[config.mk]
export PLATFORM = sky130hd
export DESIGN_NAME = ej6_logic_functions
export DESIGN_NICKNAME = d
export VERILOG_FILES = /design/src/rtl/ej6_pkg.sv /design/src/rtl/ej6_func_core.sv /design/src/rtl/ej6_logic_functions.sv
export SDC_FILE = /design/constraint.sdc
export NUM_CORES = 1
export LEC_CHECK = 0
export ABC_AREA = 1
export BUFFER_PORTS_ARGS = -buffer_cell sky130_fd_sc_hd__buf_4
export CORE_AREA = 3 3 40 42
export DETAILED_ROUTE_END_ITERATION = 8
export DIE_AREA = 0 0 43 45
export HOLD_SLACK_MARGIN = 0.15
export PLACE_DENSITY = 0.54
export SLEW_MARGIN = 20
export SYNTH_ARGS = -nofsm -noshare
export SYNTH_HDL_FRONTEND = slang
export SYNTH_SLANG_ARGS = --single-unit
export TNS_END_PERCENT = 20
[constraint.sdc]
create_clock -name clk -period 0.8 [get_ports clk]
set_input_delay 0.04 -clock clk [delete_from_list [all_inputs] [get_ports clk]]
set_output_delay 0.04 -clock clk [all_outputs]
set_load 0.005 [all_outputs]
[src/rtl/ej6_pkg.sv]
// Shared constants for the ej6 logic-function block: truth tables, widths, reset value.
package ej6_pkg;

    localparam int unsigned K = 4;   // number of function inputs
    localparam int unsigned N = 15;  // highest input index / truth-table MSB
    localparam int unsigned NOUT = 9;

    localparam logic [N:0] F_TT = 16'hA58F;  // f = sum m(0,1,2,3,7,8,10,13,15)
    localparam logic [N:0] G_TT = 16'h30F0;  // g = sum m(4,5,6,7,12,13)
    localparam logic [N:0] H_TT = 16'hAA22;  // h = sum m(1,5,9,11,13,15)

    localparam logic RST_VAL = 1'b0;

endpackage : ej6_pkg

[src/rtl/ej6_func_core.sv]
// Combinational core: three independent realizations (truth table, SOP, POS) of f, g, h.
module ej6_func_core
    import ej6_pkg::*;
(
    input  logic A,
    input  logic B,
    input  logic C,
    input  logic D,
    output logic f_c,
    output logic g_c,
    output logic h_c,
    output logic fs_c,
    output logic fp_c,
    output logic gs_c,
    output logic gp_c,
    output logic hs_c,
    output logic hp_c
);

    logic [K-1:0] w_n;

    assign w_n = {A, B, C, D};

    // Canonical form: direct lookup into the truth-table constants.
    assign f_c = F_TT[w_n];
    assign g_c = G_TT[w_n];
    assign h_c = H_TT[w_n];

    // Minimal sum-of-products.
    assign fs_c = (~A & ~B) | (~B & ~D) | (B & C & D) | (A & B & D);
    assign gs_c = (~A & B) | (B & ~C);
    assign hs_c = (~C & D) | (A & D);

    // Minimal product-of-sums, from the complement covers:
    //   f' = BD' + A'BC' + AB'D,  g' = B' + AC,  h' = D' + A'C
    assign fp_c = (~B | D) & (A | ~B | C) & (~A | B | ~D);
    assign gp_c = B & (~A | ~C);
    assign hp_c = D & (A | ~C);

endmodule : ej6_func_core

[src/rtl/ej6_logic_functions.sv]
// Top level: function core followed by a 9-bit output register with async reset.
module ej6_logic_functions
    import ej6_pkg::*;
(
    input  logic clk,
    input  logic reset,
    input  logic A,
    input  logic B,
    input  logic C,
    input  logic D,
    output logic f,
    output logic g,
    output logic h,
    output logic fs,
    output logic fp,
    output logic gs,
    output logic gp,
    output logic hs,
    output logic hp
);

    logic            w_f, w_g, w_h;
    logic            w_fs, w_fp, w_gs, w_gp, w_hs, w_hp;
    logic [NOUT-1:0] w_next;
    logic [NOUT-1:0] r_out;

    ej6_func_core u_core (
        .A    (A),
        .B    (B),
        .C    (C),
        .D    (D),
        .f_c  (w_f),
        .g_c  (w_g),
        .h_c  (w_h),
        .fs_c (w_fs),
        .fp_c (w_fp),
        .gs_c (w_gs),
        .gp_c (w_gp),
        .hs_c (w_hs),
        .hp_c (w_hp)
    );

    assign w_next = {w_f, w_fs, w_fp, w_g, w_gs, w_gp, w_h, w_hs, w_hp};

    // Capture all nine results each cycle; reset clears them immediately.
    always_ff @(posedge clk or posedge reset) begin
        if (reset) begin
            r_out <= {NOUT{RST_VAL}};
        end else begin
            r_out <= w_next;
        end
    end

    assign {f, fs, fp, g, gs, gp, h, hs, hp} = r_out;

endmodule : ej6_logic_functions

==> impl_metrics.py <==
metrics = {
    "synth": {
        "synth.most_common_cell": "dfrtp_1",
        "ys_seq_elements": 9,
        "synth_top_area_frac": 0.606,
        "synth_largest_area_cell": "dfrtp_1",
        "async_flop_share": 1.00,
        "ys.flop_type": "dfrtp_1",
        "synth_edf_count": 0,
        "synth.distinct_cells": 11,
        "synth_area_per_cell_um2": 10.0,
        "syn-instance-count": 37,
        "synthesis.nets": 45,
        "synth_common_cells": "9 x dfrtp_1, 7 x nand2_1, 5 x inv_1",
        "ys_seq_area_frac": 0.606,
        "yosys-top-cells-area": "dfrtp_1 61%, nand2_1 7.1%, ha_1 6.7%",
        "syn_area_um2": 372,
        "yosysWarningCount": 0,
    },
    "timing": {
        "hold_violations": 0,
        "setup_tns_ps": 0,
        "relSlewSlack": 0.782,
        "period_share": 0.967,
        "fin_crit_ps": 773,
        "setup_viol": 0,
        "rsz0062_at_grt": "yes",
        "fmax_mhz": 1290,
        "tightest_slew_ps": 327,
        "setup_ws_ps": 26.6,
        "maxSlewViolCount": 0,
    },
    "layout": {
        "reg_top3": "r_out (9)",
        "area_delta_synth_final_pct": 52.9,
        "largest_register_ffs": 9,
        "stdcell_count": 74,
        "n_fill_cell": 127,
        "drive_gt1_frac": 0.356,
        "fin_nets": 68,
        "insertedDiodeCount": 0,
        "regMostFlops": "r_out",
    },
    "place": {
        "port_buffers": 14,
        "placed_cells": 68,
        "place_congestion": 0.752,
        "dp_slack_ps": 36.8,
    },
    "routing": {
        "drc_errors": 0,
        "vias_per_cell": 4.19,
        "wire_per_inst_um": 8.82,
        "ant_nets": 0,
        "drt_wl_total_um": 653,
        "vias": 310,
        "drt_iter0_markers": 4,
        "drtPass1Iterations": 2,
    },
    "die": {
        "die_h_um": 45,
        "die_w_um": 43,
        "row_count": 13,
        "start_util": 0.289,
        "ios": 15,
        "die_area_um2": 1940,
        "design.core.area_um2": 1280,
    },
    "cts": {
        "clock_path_buffers": 2,
        "clock-sinks": 9,
        "ctsRootBufferMaster": "clkbuf_4",
        "cts_hold_buf": 2,
        "cts_buffers": 3,
        "path_clk_slew_ps": 60,
        "cts_tree": "yes",
        "htreeDepth": 1,
    },
    "worst_setup_path": {
        "crit_buf_inv": 1,
        "critPathMaxStageDelay_ps": 360,
        "critPathSlowestCell": "dfrtp_1",
        "worstPathMaxFanout": 1,
        "cp-end-kind": "output port",
        "cp_data_arrival_time_ps": 730,
        "critPathRequiredTime_ps": 760,
        "worstSetupPathType": "register to output port",
        "path_cells": "buf_4",
        "cp-start-kind": "register",
        "crit_family": "flip-flops",
    },
    "power": {
        "p_leak_nw": 0.301,
        "cellPowerDensity_nw_per_um2": 1780,
        "ir_drop_mv": 0.474,
        "finalPower_mw": 1.01,
    },
    "grt": {
        "grt_pass1_wl_um": 1100,
        "antenna_found_initial": 0,
        "grt_pass1_vias": 267,
        "grt_util_all_layers": 0.0757,
        "grt_overflow": 0,
        "grt_max_degree": 10,
    },
    "min_path": {
        "hp-start": "A",
        "min_delay_path_depth": 2,
        "holdCritPathClass": "primary input to register",
        "min_to": "r_out[4]",
    },
    "flow_run": {
        "drv_cap": 0,
    },
    "outcome": {
        "outcome": "finished, final reports clean",
    },
}
-- metrics by stage --
stage               instance area (µm²)   util  hold WS [ps]
floorplan                           372      -          -132
global placement                    507  0.394          20.2
detailed placement                  507  0.394          19.2
CTS                                 553  0.430          11.2
global route                        568  0.442          12.7
finish                              568  0.442          17.0
-- kinds of logic after synthesis --
kind of cell / share of synthesized area
compound gates: 0.114
fa+ha+maj: 0.0673
buf+inv: 0.0808
flops: 0.606
simple gates: 0.131
-- what timing repair did --
| action | in CTS | in global routing |
|---|---|---|
| endpoints found under the setup margin | 0 | 4 |
| hold endpoints to repair | 18 | 8 |
| resized for setup | 0 | 4 |
| setup buffers | 0 | 0 |
-- per-layer routing --
metal | part of all wire | track usage
met1 | 0.43 | 0.0968
met2 | 0.49 | 0.117
met3 | 0.081 | 0.0120
met4 | 0 | 0.0542
met5 | 0 | 0
-- power by group --
group	total (mW)	switching (mW)	internal (mW)
Clock	0.327	0.137	0.191
Sequential	0.502	0.0118	0.491
Combinational	0.179	0.0743	0.104
-- layout make-up --
type,count,area [µm²],area share
well taps,15,18.8,0.0330
clock buffers,4,26.3,0.0463
repair buffers,19,163,0.286
multi-input cells,22,116,0.205
inverters,5,18.8,0.0330
flip-flops and latches,9,225,0.396
-- worst max path at each step --
stage                        start       end  slack [ps]  cells past startpoint
after floorplan                  B  r_out[8]         130                      4
after global placement           D  r_out[8]          50                      5
after detailed placement         D  r_out[8]          40                      5
after CTS                 r_out[8]         f          10                      1
after global routing      r_out[8]         f          -6                      1
final                     r_out[1]        hs          30                      1
-- layout by cell type (no fill, tap or decap) --
cell type and count:
a21boi_1 1, a21oi_1 4, buf_4 13, buf_6 4, clkbuf_1 1, clkbuf_4 3, dfrtp_1 9, dlygate4sd3_1 2
ha_1 2, inv_1 5, nand2_1 7, nand2_2 1, nand3_1 1, nor2_1 3, o21ai_0 3
No activity file was read; power rests on OpenSTA's default activity.
